<file path="src/rtl/sd_emmc_pkg.sv">
// Shared types and constants for the SD/eMMC CMD-line receiver and transmitter.
package sd_emmc_pkg;

  typedef enum logic [2:0] {
    IDLE,
    WAIT_START,
    HEAD,
    BODY,
    CRC,
    END,
    DONE
  } state_t;

  localparam int SHORT_BODY_BITS = 38;
  localparam int LONG_RSV_BITS   = 6;
  localparam int LONG_DATA_BITS  = 120;
  localparam int CRC7_BITS       = 7;

  localparam logic [6:0] CRC7_POLY = 7'h09;

  // One serial CRC7 step, MSB-first, feedback taps from x^7 + x^3 + 1.
  function automatic logic [6:0] crc7_step(input logic [6:0] crc, input logic din);
    logic fb;
    fb = crc[6] ^ din;
    return {crc[5:0], 1'b0} ^ (fb ? CRC7_POLY : 7'h00);
  endfunction

endpackage

</file>
<file path="src/rtl/sd_emmc_crc7.sv">
// Serial CRC7 generator/checker; clr and en together restart the CRC from the current bit.
module sd_emmc_crc7
  import sd_emmc_pkg::*;
(
  input  logic       clk,
  input  logic       rst_n,
  input  logic       clr,
  input  logic       en,
  input  logic       din,
  output logic [6:0] crc
);

  logic [6:0] base;

  assign base = clr ? 7'h00 : crc;

  // NOTE: sequential state uses non-blocking assignments so every flop samples pre-edge values.
  always_ff @(posedge clk or negedge rst_n) begin
    if (!rst_n) begin
      crc <= 7'h00;
    end else if (en) begin
      crc <= crc7_step(base, din);
    end else if (clr) begin
      crc <= 7'h00;
    end
  end

endmodule

</file>
<file path="src/rtl/sd_emmc_cmd_rx.sv">
// SD/eMMC CMD-line response receiver: start-bit hunt with timeout, 48/136-bit
// deserialisation and CRC7 / transmission-bit / end-bit checking.
module sd_emmc_cmd_rx
  import sd_emmc_pkg::*;
#(
  parameter int TO_W      = 8,
  parameter bit CRC_EN_R3 = 1'b0
) (
  input  logic            clk,
  input  logic            rst_n,
  input  logic            sample_en,
  input  logic            cmd_in,
  input  logic            start,
  input  logic            abort,
  input  logic            resp_long,
  input  logic            resp_nocrc,
  input  logic [TO_W-1:0] timeout_cycles,
  output logic            busy,
  output logic            done,
  output logic            timeout,
  output logic            crc_err,
  output logic            tx_err,
  output logic            end_err,
  output logic [5:0]      resp_index,
  output logic [127:0]    resp_data
);

  localparam logic [6:0] SHORT_LAST = 7'(SHORT_BODY_BITS - 1);
  localparam logic [6:0] LONG_FIRST = 7'(LONG_RSV_BITS);
  localparam logic [6:0] LONG_LAST  = 7'(LONG_RSV_BITS + LONG_DATA_BITS - 1);
  localparam logic [6:0] CRC_LAST   = 7'(CRC7_BITS - 1);

  state_t          state, state_nxt;
  logic            long_r, nocrc_r, tx_err_r;
  logic [TO_W-1:0] tmo_r, to_cnt;
  logic [6:0]      bit_cnt;
  logic [6:0]      crc_rx, crc_calc;
  logic [126:0]    shreg;
  logic            crc_clr, crc_en;
  logic            rsv_bit, first_data, body_last, crc_last, to_hit, crc_chk;

  assign rsv_bit    = long_r && (bit_cnt < LONG_FIRST);
  assign first_data = long_r && (bit_cnt == LONG_FIRST);
  assign body_last  = long_r ? (bit_cnt == LONG_LAST) : (bit_cnt == SHORT_LAST);
  assign crc_last   = (bit_cnt == CRC_LAST);
  assign to_hit     = (tmo_r != '0) && ((to_cnt + TO_W'(1)) == tmo_r);
  assign crc_chk    = !nocrc_r || CRC_EN_R3;

  assign busy = (state != IDLE);
  assign done = (state == DONE);

  sd_emmc_crc7 u_crc7 (
    .clk   (clk),
    .rst_n (rst_n),
    .clr   (crc_clr),
    .en    (crc_en),
    .din   (cmd_in),
    .crc   (crc_calc)
  );

  always_ff @(posedge clk or negedge rst_n) begin
    if (!rst_n) state <= IDLE;
    else        state <= state_nxt;
  end

  // NOTE: every signal written here gets a default first, so no path leaves it unassigned (no latches).
  always_comb begin
    state_nxt = state;
    crc_clr   = 1'b0;
    crc_en    = 1'b0;
    if (abort) begin
      state_nxt = IDLE;
    end else begin
      case (state)
        IDLE: begin
          crc_clr = start;
          if (start) state_nxt = WAIT_START;
        end
        WAIT_START: begin
          crc_en = sample_en && !cmd_in;
          if (sample_en) begin
            if (!cmd_in)    state_nxt = HEAD;
            else if (to_hit) state_nxt = DONE;
          end
        end
        HEAD: begin
          crc_en = sample_en;
          if (sample_en) state_nxt = BODY;
        end
        BODY: begin
          // Long-frame reserved bits stay out of the CRC; it restarts on the first data bit.
          crc_en  = sample_en && !rsv_bit;
          crc_clr = sample_en && first_data;
          if (sample_en && body_last) state_nxt = CRC;
        end
        CRC:     if (sample_en && crc_last) state_nxt = END;
        END:     if (sample_en) state_nxt = DONE;
        DONE:    state_nxt = IDLE;
        default: state_nxt = IDLE;
      endcase
    end
  end

  always_ff @(posedge clk or negedge rst_n) begin
    if (!rst_n) begin
      long_r     <= 1'b0;
      nocrc_r    <= 1'b0;
      tx_err_r   <= 1'b0;
      tmo_r      <= '0;
      to_cnt     <= '0;
      bit_cnt    <= '0;
      crc_rx     <= '0;
      shreg      <= '0;
      timeout    <= 1'b0;
      crc_err    <= 1'b0;
      tx_err     <= 1'b0;
      end_err    <= 1'b0;
      resp_index <= '0;
      resp_data  <= '0;
    end else if (!abort) begin
      if (state == IDLE && start) begin
        long_r  <= resp_long;
        nocrc_r <= resp_nocrc;
        tmo_r   <= timeout_cycles;
        to_cnt  <= '0;
      end
      if (sample_en) begin
        case (state)
          WAIT_START: begin
            if (cmd_in) begin
              to_cnt <= to_cnt + TO_W'(1);
              if (to_hit) begin
                timeout <= 1'b1;
                crc_err <= 1'b0;
                tx_err  <= 1'b0;
                end_err <= 1'b0;
              end
            end
          end
          HEAD: begin
            tx_err_r <= cmd_in;
            bit_cnt  <= '0;
          end
          BODY: begin
            if (!rsv_bit) shreg <= {shreg[125:0], cmd_in};
            bit_cnt <= body_last ? 7'd0 : bit_cnt + 7'd1;
          end
          CRC: begin
            crc_rx <= {crc_rx[5:0], cmd_in};
            if (long_r) shreg <= {shreg[125:0], cmd_in};
            bit_cnt <= bit_cnt + 7'd1;
          end
          END: begin
            timeout <= 1'b0;
            tx_err  <= tx_err_r;
            end_err <= !cmd_in;
            crc_err <= (crc_rx != crc_calc) && crc_chk;
            if (long_r) begin
              resp_index <= 6'h3F;
              resp_data  <= {shreg, 1'b0};
            end else begin
              resp_index <= shreg[37:32];
              resp_data  <= {96'h0, shreg[31:0]};
            end
          end
          default: ;
        endcase
      end
    end
  end

endmodule
</file>
<file path="config.mk">
export PLATFORM = sky130hd
export DESIGN_NAME = sd_emmc_cmd_rx
export DESIGN_NICKNAME = d
export VERILOG_FILES = /design/src/rtl/sd_emmc_pkg.sv /design/src/rtl/sd_emmc_crc7.sv /design/src/rtl/sd_emmc_cmd_rx.sv
export SDC_FILE = /design/constraint.sdc
export NUM_CORES = 1
export LEC_CHECK = 0
export BUFFER_PORTS_ARGS = -buffer_cell sky130_fd_sc_hd__buf_4
export CORE_UTILIZATION = 55
export CTS_CLUSTER_SIZE = 12
export DETAILED_ROUTE_END_ITERATION = 7
export HOLD_SLACK_MARGIN = 0.15
export PLACE_DENSITY = 0.74
export SLEW_MARGIN = 25
export SYNTH_ARGS = -nofsm -noshare
export SYNTH_HDL_FRONTEND = slang
export SYNTH_SLANG_ARGS = --single-unit
</file>
<file path="constraint.sdc">
create_clock -name clk -period 2.45 [get_ports clk]
set_input_delay 0 -clock clk [delete_from_list [all_inputs] [get_ports clk]]
set_output_delay 0 -clock clk [all_outputs]
set_load 0.02 [all_outputs]
</file>
== After elaboration in Yosys (flattened, before gate mapping) ==
Cells that the tools add are included.

* Flip-flop bits (word level): 308
* Input port bits: 16
* Word-level logic and storage cells: 108

* Add/sub/neg operators: 2
* $lt $le $gt $ge: 1
* Equality and inequality tests: 22
* Muxes and demuxes: 37
* Bitwise operators: 3
* Reduce and logical (&&, ||, !) cells: 27

{| class="wikitable"
|+ Operators with widths
! kind !! count
|-
| 2-to-1 mux 127 bit || 2
|-
| case mux 127 bit (2 select lines) || 1
|-
| 2-to-1 mux 128 bit || 1
|-
| 2-to-1 mux 8 bit || 4
|-
| 2-to-1 mux 3 bit || 9
|-
| 2-to-1 mux 7 bit || 3
|-
| case mux 7 bit (3 select lines) || 1
|-
| != test 3 bit (second input constant) || 6
|-
| case mux 3 bit (6 select lines) || 1
|-
| AND reduction 3 bit || 4
|-
| logical AND 1 bit || 10
|-
| case mux 1 bit (2 select lines) || 5
|-
| AND reduction 5 bit || 2
|-
| == test 3 bit (second input constant) || 3
|-
| adder 8 x 1 -> 8 bit (second input constant) || 1
|-
| == test 8 bit || 1
|-
| != test 2 bit (second input constant) || 4
|-
| nonzero test 8 bit || 1
|-
| adder 7 x 1 -> 7 bit (second input constant) || 1
|-
| == test 7 x 3 -> 1 bit (second input constant) || 1
|-
| == test 7 x 6 -> 1 bit (second input constant) || 1
|-
| == test 7 bit (second input constant) || 1
|-
| less-than comparator 7 x 3 -> 1 bit (second input constant) || 1
|-
| 2-to-1 mux 1 bit || 7
|-
| 16 further kinds || 21
|}

== Depth between registers and ports, before layout ==
Gate-level depths: netlist of the first run.

* Depth after elaboration: 10
* Depth in mapped cells: 8

== Hierarchy ==
Synthesis of the first run repeated with hierarchy kept, for this count alone.

* Cell total of the unflattened synthesis: 1,126
* Area, all modules: 12,816.0 um^2

{| class="wikitable"
|+ By module, submodules not included
! module !! instances !! cells an instance !! area an instance (um^2)
|-
| sd_emmc_cmd_rx || 1 || 1,095 || 12,484.5
|-
| sd_emmc_crc7 || 1 || 31 || 331.6
|}

== Worst setup path after synthesis of the first run ==
No wires, ideal clock.

* Kind: reg2reg
* Start point: register bit_cnt[5]
* End point: register state[0]
* Setup time: 0.082 ns
* Arrival: 2.092 ns
* Data required time: 2.368 ns
* Setup slack: 0.276 ns
* Stages on the path, launching flop included: 6
* Path buffers: 0
* Cells stage by stage: dfrtp_1 or4_1 or3_4 a211o_1 or3b_1 a31oi_1

* Cells in the longest elaborated chain, start to end: 5

{| class="wikitable"
|+ Ends and longest elaborated chain
! item !! RTL line !! text
|-
| start: declaration || sd_emmc_cmd_rx.sv:36 || <nowiki>logic [6:0] bit_cnt;</nowiki>
|-
| start signal: assignment || sd_emmc_cmd_rx.sv:146 || <nowiki>bit_cnt <= body_last ? 7'd0 : bit_cnt + 7'd1;</nowiki>
|-
| start signal: assignment || sd_emmc_cmd_rx.sv:151 || <nowiki>bit_cnt <= bit_cnt + 7'd1;</nowiki>
|-
| == test 7 x 6 -> 1 bit or == test 7 bit (tied branches) || sd_emmc_cmd_rx.sv:44 || <nowiki>assign body_last = long_r ? (bit_cnt == LONG_LAST) : (bit_cnt == SHORT_LAST);</nowiki>
|-
| 2-to-1 mux 1 bit || sd_emmc_cmd_rx.sv:44 ||
|-
| logical AND 1 bit || sd_emmc_cmd_rx.sv:94 || <nowiki>if (sample_en && body_last) state_nxt = CRC;</nowiki>
|-
| != test 3 bit (no line) || n/a ||
|-
| AND reduction 7 bit (no line) * || n/a ||
|-
| end signal: assignment || sd_emmc_cmd_rx.sv:63 || <nowiki>else state <= state_nxt;</nowiki>
|-
| end: declaration || sd_emmc_cmd_rx.sv:33 || <nowiki>state_t state, state_nxt;</nowiki>
|}

Every way passes the cells marked *; elsewhere a longest branch is shown, timed or not.
A chain may end at the register's enable or synchronous reset.

== Worst setup path in the final report of the first run ==
* Start point: register to_cnt[0]
* End point: register tx_err

* Cells in the longest elaborated chain, start to end: 5

{| class="wikitable"
|+ Ends and longest elaborated chain
! item !! RTL line !! text
|-
| start: declaration || sd_emmc_cmd_rx.sv:35 || <nowiki>logic [TO_W-1:0] tmo_r, to_cnt;</nowiki>
|-
| start signal: assignment || sd_emmc_cmd_rx.sv:131 || <nowiki>to_cnt <= to_cnt + TO_W'(1);</nowiki>
|-
| adder 8 x 1 -> 8 bit || sd_emmc_cmd_rx.sv:46 || <nowiki>assign to_hit = (tmo_r != '0) && ((to_cnt + TO_W'(1)) == tmo_r);</nowiki>
|-
| == test 8 bit || sd_emmc_cmd_rx.sv:46 ||
|-
| logical AND 1 bit || sd_emmc_cmd_rx.sv:46 ||
|-
| != test 2 bit (no line) || n/a ||
|-
| AND reduction 5 bit (no line) || n/a ||
|-
| end signal: assignment || sd_emmc_cmd_rx.sv:155 || <nowiki>tx_err <= tx_err_r;</nowiki>
|-
| end: declaration || sd_emmc_cmd_rx.sv:22 || <nowiki>output logic tx_err,</nowiki>
|}

Every way passes these cells.

==> results of run 1 <==
==> kinds of logic after synthesis <==
| group | after synthesis | synth area share |
|---|---|---|
| AND/OR/NAND/NOR | 423 | 0.147 |
| multiplexers | 179 | 0.155 |
| XOR/XNOR | 23 | 0.0158 |
| flip-flops | 308 | 0.606 |
| adder cells (fa/ha/maj) | 4 | 0.00394 |
| buffers and inverters | 78 | 0.0259 |
| AO/OA/AOI/OAI | 94 | 0.0464 |
==> what timing repair did <==
item,4_1_cts,5_1_grt
endpoints found under the setup margin,0,6
setup buffers,0,3
hold endpoints to repair,341,0
hold buffers,18,0
==> per-layer routing <==
layer,track usage,up-vias,wire length [um]
met5,0,-,0
met2,0.371,156,12800
met1,0.304,4309,11400
li1,-,4120,-
met3,0.0451,37,1100
met4,0.0681,0,545
==> tightest hold or removal path: cells and delay by family <==
kind                   cells  cell delay [ns]
AOI/OAI and AO/OA          1             0.06
buffers and inverters      3             0.42
and+or+nand+nor            2             0.20
==> sequential cells by signal (all words and copies together), names as in the netlist <==
signal,cells
resp_data,128
tx_err_r,1
bit_cnt,7
u_crc7.crc,7
resp_index,6
crc_rx,7
crc_err,1
tx_err,1
shreg,127
long_r,1
nocrc_r,1
to_cnt,8
end_err,1
timeout,1
state,3
tmo_r,8
==> synthesized netlist by cell type (4+ instances only) <==
library cell and instances:
dfrtp_1 308, nand2_1 256, mux2_2 143, nand3_1 101, o21ai_0 55, clkbuf_1 51, mux2i_1 36, nor2_1 19
xnor2_1 13, buf_2 11, xor2_1 10, inv_1 7, buf_1 6, o31ai_1 6, a21oi_1 5, and2_1 5
nand2b_1 5, nor3_1 5, ha_1 4, nor2b_1 4
==> cell type report <==
type / count / area, um^2 / share of cell area
Inverter: 7 / 26.3 / 0.00169
Multi-Input combinational cell: 723 / 4700 / 0.302
Sequential cell: 308 / 7710 / 0.496
Clock buffer: 51 / 1030 / 0.0660
Tap cell: 285 / 357 / 0.0229
Clock inverter: 4 / 48.8 / 0.00314
Timing Repair Buffer: 199 / 1670 / 0.108
==> worst min-delay path by stage <==
stage	end	slack [ns]	startpoint	cells past startpoint
6_report	u_crc7.crc[2]$_DFF_PN0_	0.22	start	6
5_1_grt	u_crc7.crc[6]$_DFF_PN0_	0.25	start	6
4_1_cts	u_crc7.crc[5]$_DFF_PN0_	0.23	start	5
3_5_place_dp	to_cnt[7]$_DFFE_PN0N_	0.01	rst_n	1
3_3_place_gp	to_cnt[7]$_DFFE_PN0N_	0.009	rst_n	1
2_1_floorplan	bit_cnt[0]$_DFFE_PN0P_	-0.30	rst_n	0
==> report_power, final <==
| group | total (mW) | internal [mW] | leakage [nW] | switching (mW) |
|---|---|---|---|---|
| registers | 5.66 | 5.36 | 4.26 | 0.299 |
| clock network | 4.88 | 2.98 | 0.531 | 1.90 |
| logic | 1.95 | 0.822 | 3.38 | 1.13 |
==> through the flow <==
stage	hold slack [ns]	cells	cell area, um^2	utilization	power [mW]
after floorplan	-0.296	1109	12700	-	6.99
after global placement	0.00908	1501	14300	0.630	7.61
after detailed placement	0.0129	1501	14300	0.630	7.65
after CTS	0.232	1574	15500	0.685	12.6
after global routing	0.248	1577	15500	0.686	13.0
final	0.220	1577	15500	0.686	12.5
==> qor.yml, run 1 <==
timing:
  worst_pin_slew_ns: 0.939
  worst_slew_margin_rel: 0.374
  fin_skew_ns: 0.0185
  final.setup.tns_ns: 0
  finalCritPeriodShare: 0.944
  hold_viol_final: 0
  drv_slew: 0
  min_period_ns: 2.31
  max_freq_ghz: 0.433
  setup_viol: 0
  worst_slack_ns: 0.138
critical_path:
  cpLargestDelayFamily: "simple AND/OR/NAND/NOR gates"
  start_kind: "flop"
  rr_worst_depth: 7
  slowest_delay_ns: 0.44
  criticalPathCategory: "flop to flop"
  cp.arrival_ns: 2.69
  rr_startpoint: "to_cnt[0]$_DFFE_PN0N_"
  rrSetupSlack_ns: 0.14
  slowest_stage: "dfrtp_1"
  cp_num_cells: 7
  crit_fanout: 7
  crit_end: "tx_err$_DFFE_PN0P_"
  timing.rr.end: "tx_err$_DFFE_PN0P_"
  cp-end-kind: "flop"
  worst-endpoint-required_ns: 2.83
  path_buf_inv: 1
  crit_chain: "ha_1 > nand3_1 > or3_1 > a211oi_1 > nand4_1 > buf_4 > a31o_2"
  critPathLaunch: "to_cnt[0]$_DFFE_PN0N_"
route:
  drt-total-wl_um: 25800
  ant_nets: 0
  dr_total_vias: 8622
  drt_iter0_drc: 503
  viasPerCell: 5.47
  routedWlPerCell_um: 16.4
  drt_first_pass_iters: 5
  drc: 0
layout:
  mostFrequentLayoutCells: "dfrtp_1, nand2_1, buf_4"
  drive_gt1_frac: 0.298
  diodes: 0
  final_nets: 1293
  mostFrequentLayoutCell: "dfrtp_1"
  fillers: 1677
  area_delta_synth_final_pct: 22.2
global_route:
  grt_pass1_wl_um: 43200
  gr-total-overflow: 0
  antenna_found_initial: 0
  grt_start_max_net_pins: 79
  grt_pass1_vias: 8449
  track_usage: 0.225
power:
  power_density_nw_per_um2: 804
  leakage_nw: 8.18
  irDropWorstVdd_mv: 0.555
die:
  core_um2: 22600
  row_count: 55
  start_util: 0.562
  dieHeight_um: 154
  die_x_um: 154
  dieArea_um2: 23700
  ios: 156
synthesis:
  synth_edf_count: 0
  synth_area_leaders: "dfrtp_1, mux2_2, nand2_1, nand3_1, mux2i_1"
  avgSynthCellArea_um2: 11.5
  yosys_warnings: 0
  yosys_register_bits: 308
  netlist_area_um2: 12700
  syn_inst: 1109
  synth_flop_cell: "dfrtp_1"
  ys_seq_area_frac: 0.606
  synth_top_area_frac: 0.606
  synth_largest_area_cell: "dfrtp_1"
  syn_nets: 1129
  async_flop_share: 1.00
  synth.distinct_cells: 53
min_path:
  hold_class: "input pin to flop"
placement:
  dpl.hpwl_um: 16100
  place_congestion: 0.822
  portBuffers: 155
  dpl_worst_slack_ns: 0.0548
clock_network:
  cts_root_buffer: "clkbuf_16"
  clk_path_buf_depth: 3
  h-tree-depth: 2
  tritoncts: "done"
  clkTransAtPathRegs_ns: 0.06
  cts_made_buffers: 34
  cts_resized: 0
  cts_sinks: 308
  clkLatencyLatePin_ns: 0.50
outcome:
  status: "completed"
job:
  maxCapViolCount: 0
(Power assumes the default switching activity.)
==> run 2: changes to the inputs <==
--- a/config.mk
+++ b/config.mk
@@ -5,12 +5,14 @@
 export SDC_FILE = /design/constraint.sdc
 export NUM_CORES = 1
 export LEC_CHECK = 0
-export BUFFER_PORTS_ARGS = -buffer_cell sky130_fd_sc_hd__buf_4
-export CORE_UTILIZATION = 55
+export CELL_PAD_IN_SITES_DETAIL_PLACEMENT = 2
+export CELL_PAD_IN_SITES_GLOBAL_PLACEMENT = 2
+export CORE_UTILIZATION = 42
 export CTS_CLUSTER_SIZE = 12
 export DETAILED_ROUTE_END_ITERATION = 7
+export DONT_BUFFER_PORTS = 1
 export HOLD_SLACK_MARGIN = 0.15
-export PLACE_DENSITY = 0.74
+export PLACE_DENSITY = 0.78
 export SLEW_MARGIN = 25
 export SYNTH_ARGS = -nofsm -noshare
 export SYNTH_HDL_FRONTEND = slang
==> run 2 against run 1 <==
  * The run now ends with hold timing, setup timing left
  * Clock-buffer cell count grew 2
  * Fmax shrank 5.9%
  * Sequential share of layout area grew 3.0 points
  * Hold slack lost 1.0 ns
  * First-iteration DRC count shrank 27%
  * Global-route usage shrank 1.3 points
  * Critical path depth shrank 1
  * Die area grew 31%
  * Sequential power grew 2%
==> qor.yml, run 2 (synthesis results as in run 1) <==
outcome:
  status: "finished with violations"
  violations: "hold timing, setup timing"
die:
  core_um2: 29700  # +31%
  die_x_um: 176  # +14%
  dieArea_um2: 31000  # +31%
  ios: 156  # unchanged
  start_util: 0.428  # -0.134
  row_count: 63  # +15%
  dieHeight_um: 176  # +14%
timing:
  rsz0062_at_grt: "yes"
  worst_pin_slew_ns: 1.12  # +0.179 ns
  max_freq_ghz: 0.407  # -5.9%
  finalCritPeriodShare: 1.00  # +0.0593
  hold-worst-slack_ns: -0.811  # -1.03 ns
  worst_slack_ns: -0.00688  # -0.145 ns
  fin_skew_ns: 0.0140  # -0.00453 ns
  setup_viol: 1  # +1
  hold_viol_final: 308  # +308
  min_period_ns: 2.46  # +0.145 ns
  worst_slew_margin_rel: 0.255  # -0.119
  drv_slew: 0  # unchanged
route:
  routedWlPerCell_um: 20.7  # +27%
  dr_total_vias: 8437  # -2.1%
  drt-total-wl_um: 31900  # +24%
  drt_first_pass_iters: 4  # -1
  ant_nets: 0  # unchanged
  drc: 0  # unchanged
  drt_iter0_drc: 367  # -27%
  viasPerCell: 5.48  # +0.14%
critical_path:
  start_kind: "flop"
  criticalPathCategory: "flop to flop"
  cp.arrival_ns: 2.83  # +0.14 ns
  worst-endpoint-required_ns: 2.83  # about the same
  crit_fanout: 11  # +4
  cp-end-kind: "flop"
layout:
  max_flop_register: "resp_data"
  largest_reg_flops: 128  # unchanged
  mostFrequentLayoutCells: "dfrtp_1, nand2_1, mux2_2"
  drive_gt1_frac: 0.212  # -0.0860
  area_delta_synth_final_pct: 15.3
  reg.largest.list: "resp_data (128), shreg (127)"
  diodes: 0  # unchanged
  final_nets: 1147  # -11%
  final_cells: 1541  # -2.3%
  mostFrequentLayoutCell: "dfrtp_1"
global_route:
  antenna_found_initial: 0  # unchanged
  grt_pass1_wl_um: 52800  # +22%
  grt_start_max_net_pins: 309  # +290%
  track_usage: 0.212  # -0.0130
  gr-total-overflow: 0  # unchanged
  grt_pass1_vias: 9649  # +14%
clock_network:
  cts_root_buffer: "clkbuf_16"
  cts_made_buffers: 36  # +5.9%
  clk_path_buf_depth: 3  # unchanged
  h-tree-depth: 2  # unchanged
  clkTransAtPathRegs_ns: 0.06  # about the same
  tritoncts: "done"
  cts_sinks: 308  # unchanged
  hold_buffers: 25  # +7
  clkLatencyLatePin_ns: 0.50  # about the same
placement:
  dpl.hpwl_um: 18900  # +18%
  place_inst: 1451  # -3.3%
  place_congestion: 0.821  # about the same
  portBuffers: 0  # -100%
power:
  power_density_nw_per_um2: 894  # +11%
  irDropWorstVdd_mv: 0.407  # -27%
  leakage_nw: 7.41  # -9.4%
job:
  maxCapViolCount: 0  # unchanged
min_path:
  hold_class: "input pin to async pin"
==> run 2: cell types whose count changed in the layout (fill, tap and decap cells not counted), moves of 2 or more <==
cell and delta:
clkinv_2 +3, clkbuf_8 -2, dlygate4sd3_1 +5, dfrtp_1 -3, buf_6 +4, dfrtp_2 +3
buf_12 -5, buf_4 -152, clkbuf_16 +3
==> run 2: power by group <==
part           switching, mW  internal, mW
Combinational           1.14         0.863
Clock                   2.07          3.25
Sequential             0.421          5.36
==> run 2: area by class of cell <==
type	count	area (um^2)
Clock buffer	53	1080
Clock inverter	9	109
Fill cell	2892	15100
Inverter	7	26.3
Multi-Input combinational cell	723	4720
Sequential cell	308	7710
Tap cell	390	488
Timing Repair Buffer	51	523
==> run 2: critical path, cell delays in order (launching register included) <==
cell and delay [ns]:
dfrtp_2 0.42, buf_6 0.16, or3_4 0.39, nand3b_1 0.29, buf_4 0.24, mux2_2 0.26, dlygate4sd3_1 0.57
==> run 2: path summary, 6_finish.rpt <==
| check | from | end | slack (ns) | depth (start not counted) |
|---|---|---|---|---|
| setup / recovery | state[2]$_DFFE_PN0P_ | long_r$_DFFE_PN0P_ | -0.007 | 6 |
| hold / removal | rst_n | to_cnt[6]$_DFFE_PN0N_ | -0.81 | 0 |
| setup reg to reg | state[2]$_DFFE_PN0P_ | long_r$_DFFE_PN0P_ | -0.007 | 6 |
| hold reg to reg | to_cnt[7]$_DFFE_PN0N_ | to_cnt[7]$_DFFE_PN0N_ | 0.51 | 1 |
| max in group asynchronous | rst_n | resp_data[5]$_DFFE_PN0P_ | 2.34 | 0 |
| min in group clk | timeout_cycles[6] | tmo_r[6]$_DFFE_PN0P_ | 0.23 | 2 |
==> run 2: metrics by stage <==
step / total power [mW] / instance area (um^2) / setup slack, ns / TNS, ns / util
after global routing: 13.6 / 14700 / -0.0468 / -0.139 / 0.493
after detailed placement: 7.58 / 13200 / 0.00597 / 0 / 0.443
after global placement: 7.48 / 13200 / 0.0816 / 0 / 0.443
after CTS: 13.2 / 14600 / 0.0253 / 0 / 0.491
after floorplan: 6.99 / 12700 / 0.276 / 0 / -
final: 13.1 / 14700 / -0.00688 / -0.00688 / 0.493
==> run 2: timing repair <==
item,in CTS,in global routing
gates resized for setup,1,13
pin swaps,0,3
endpoints found under the hold margin,351,308
buffers inserted,0,3
gates cloned,0,1
endpoints found under the setup margin,2,16
==> run 2: per-layer routing <==
metal	GRT usage	vias up	share of wire
li1	-	3823	-
met1	0.262	4404	0.42
met2	0.367	150	0.50
met3	0.0474	60	0.049
met4	0.0692	0	0.027
met5	0	-	0
==> run 3: changes to the inputs <==
--- a/config.mk
+++ b/config.mk
@@ -12,7 +12,7 @@
 export DETAILED_ROUTE_END_ITERATION = 7
 export DONT_BUFFER_PORTS = 1
 export HOLD_SLACK_MARGIN = 0.15
-export PLACE_DENSITY = 0.78
+export PLACE_DENSITY_LB_ADDON = 0.08
 export SLEW_MARGIN = 25
 export SYNTH_ARGS = -nofsm -noshare
 export SYNTH_HDL_FRONTEND = slang
==> run 3 against run 2 <==
  * The run ends with hold timing left
  * Final area fell by 0.56%
  * Critical endpoint unchanged
  * Largest cell class unchanged
  * Sequential power hardly changed
  * Non-clock buffer count is 3 lower
==> qor.yml, run 3 (synthesis results as in run 1) <==
route:
  routedWlPerCell_um: 20.0  # -3.6%
  dr_total_vias: 8320  # -1.4%
  drt_first_pass_iters: 4  # unchanged
  drc: 0  # unchanged
  ant_nets: 0  # unchanged
  drt-total-wl_um: 30600  # -4.1%
  drt_iter0_drc: 423  # +15%
  viasPerCell: 5.43  # -0.87%
clock_network:
  h-tree-depth: 2  # unchanged
  clkTransAtPathRegs_ns: 0.06  # about the same
  clkLatencyLatePin_ns: 0.51  # about the same
  tritoncts: "done"
  clk_path_buf_depth: 3  # unchanged
  hold_buffers: 24  # -4.0%
  cts_sinks: 308  # unchanged
  cts_made_buffers: 36  # unchanged
  cts_root_buffer: "clkbuf_16"
job:
  maxCapViolCount: 0  # unchanged
timing:
  drv_slew: 0  # unchanged
  hold-worst-slack_ns: -0.809  # +0.00182 ns
  min_period_ns: 2.37  # -0.0839 ns
  finalCritPeriodShare: 0.969  # -0.0342
  fin_skew_ns: 0.0114  # -0.00254 ns
  worst_slew_margin_rel: 0.415  # +0.160
  max_freq_ghz: 0.421  # +3.5%
  rsz0062_at_grt: "no"
  final.setup.tns_ns: 0  # +0.00688 ns
  setup_viol: 0  # -1
  hold_viol_final: 308  # unchanged
  worst_slack_ns: 0.0770  # +0.0839 ns
  worst_pin_slew_ns: 0.878  # -0.240 ns
placement:
  place_congestion: 0.789  # -3.9%
  dpl.hpwl_um: 18200  # -3.8%
  dpl_worst_slack_ns: 0.0941  # +0.0881 ns
  place_inst: 1451  # unchanged
  portBuffers: 0  # unchanged
layout:
  largest_reg_flops: 128  # unchanged
  max_flop_register: "resp_data"
  fillers: 2888  # -0.14%
  final_nets: 1144  # -0.26%
  mostFrequentLayoutCell: "dfrtp_1"
  register_area_um2: 7710  # about the same
  drive_gt1_frac: 0.203  # -0.00901
  reg.largest.list: "resp_data (128), shreg (127)"
  multi_input_area_um2: 4720  # unchanged
  mostFrequentLayoutCells: "dfrtp_1, nand2_1, mux2_2"
  final_cells: 1533  # -0.52%
  diodes: 0  # unchanged
  area_delta_synth_final_pct: 14.6
power:
  leakage_nw: 7.36  # -0.63%
  p_int_mw: 9.26  # -2.4%
  p_sw_mw: 3.52  # -3.0%
  power_density_nw_per_um2: 877  # -2.0%
  p_seq_frac: 0.453  # +0.012
  pwr-share-comb: 0.149  # -0.004
  clkPwrFrac: 0.398  # -0.008
  fin_total_pwr_mw: 12.8  # -2.5%
  irDropWorstVdd_mv: 0.462  # +14%
  switching_share: 0.275  # -0.00127
global_route:
  grt_pass1_wl_um: 51000  # -3.3%
  gr-total-overflow: 0  # unchanged
  track_usage: 0.206  # -0.00619
  grt_start_max_net_pins: 309  # unchanged
  antenna_found_initial: 0  # unchanged
  grt_pass1_vias: 9368  # -2.9%
critical_path:
  worst-endpoint-required_ns: 2.83  # about the same
  rr_startpoint: "state[1]$_DFFE_PN0P_"
  crit_fanout: 9  # -2
  cp-end-kind: "flop"
  criticalPathCategory: "flop to flop"
  cpLargestDelayFamily: "buffers and inverters"
  path_buf_inv: 3  # unchanged
  cp.arrival_ns: 2.76  # -0.07 ns
  slowest_delay_ns: 0.56  # about the same
  slowest_stage: "dlygate4sd3_1"
  start_kind: "flop"
  crit_chain: "buf_4 > or3_1 > nand3b_1 > buf_4 > mux2_2 > dlygate4sd3_1"
  critPathLaunch: "state[1]$_DFFE_PN0P_"
  cpMostUsedCell: "buf_4"
outcome:
  status: "finished with violations"
  violations: "hold timing"
die:
  dieArea_um2: 31000  # unchanged
  row_count: 63  # unchanged
  ios: 156  # unchanged
  core_um2: 29700  # unchanged
  die_x_um: 176  # unchanged
  dieHeight_um: 176  # unchanged
  start_util: 0.428  # unchanged
min_path:
  hold_class: "input pin to async pin"
==> run 3: layout make-up <==
type,count,share of cell area
Clock buffer,53,0.0726
Clock inverter,4,0.00386
Inverter,7,0.00180
Multi-Input combinational cell,723,0.324
Sequential cell,308,0.529
Tap cell,390,0.0335
Timing Repair Buffer,48,0.0354
==> run 3: per-layer routing <==
layer	vias to the layer above	global-route usage	routed length, um
met1	4336	0.265	13400
met4	0	0.0514	478
met2	125	0.345	15000
li1	3821	-	-
met3	38	0.0540	1670
met5	-	0	0
==> run 3: timing repair <==
item                                    4_1_cts  5_1_grt
buffers inserted                              0        1
resized for setup                             0        7
endpoints found under the setup margin        0       16
hold endpoints to repair                    351      308
==> run 3: worst paths after layout <==
path | cells past startpoint | slack [ns] | to
max | 6 | 0.08 | long_r$_DFFE_PN0P_
min in group clk | 2 | 0.35 | state[0]$_DFFE_PN0P_
max in group asynchronous | 0 | 2.47 | long_r$_DFFE_PN0P_
min | 0 | -0.81 | to_cnt[7]$_DFFE_PN0N_
max reg2reg | 6 | 0.08 | long_r$_DFFE_PN0P_
min reg2reg | 1 | 0.52 | to_cnt[7]$_DFFE_PN0N_
==> run 3: power groups by stage <==
| stage | registers (mW) | logic (mW) | clock network [mW] |
|---|---|---|---|
| finish | 5.79 | 1.90 | 5.08 |
| global route | 5.82 | 2.09 | 5.47 |
| CTS | 5.78 | 1.86 | 5.26 |
| detailed placement | 5.87 | 1.70 | 0 |
| global placement | 5.85 | 1.66 | 0 |
| floorplan | 5.72 | 1.27 | 0 |
==> run 3: metrics by stage <==
stage,util,area (um^2)
after global routing,0.490,14600
after floorplan,-,12700
after CTS,0.489,14500
after global placement,0.444,13200
final,0.490,14600
after detailed placement,0.444,13200
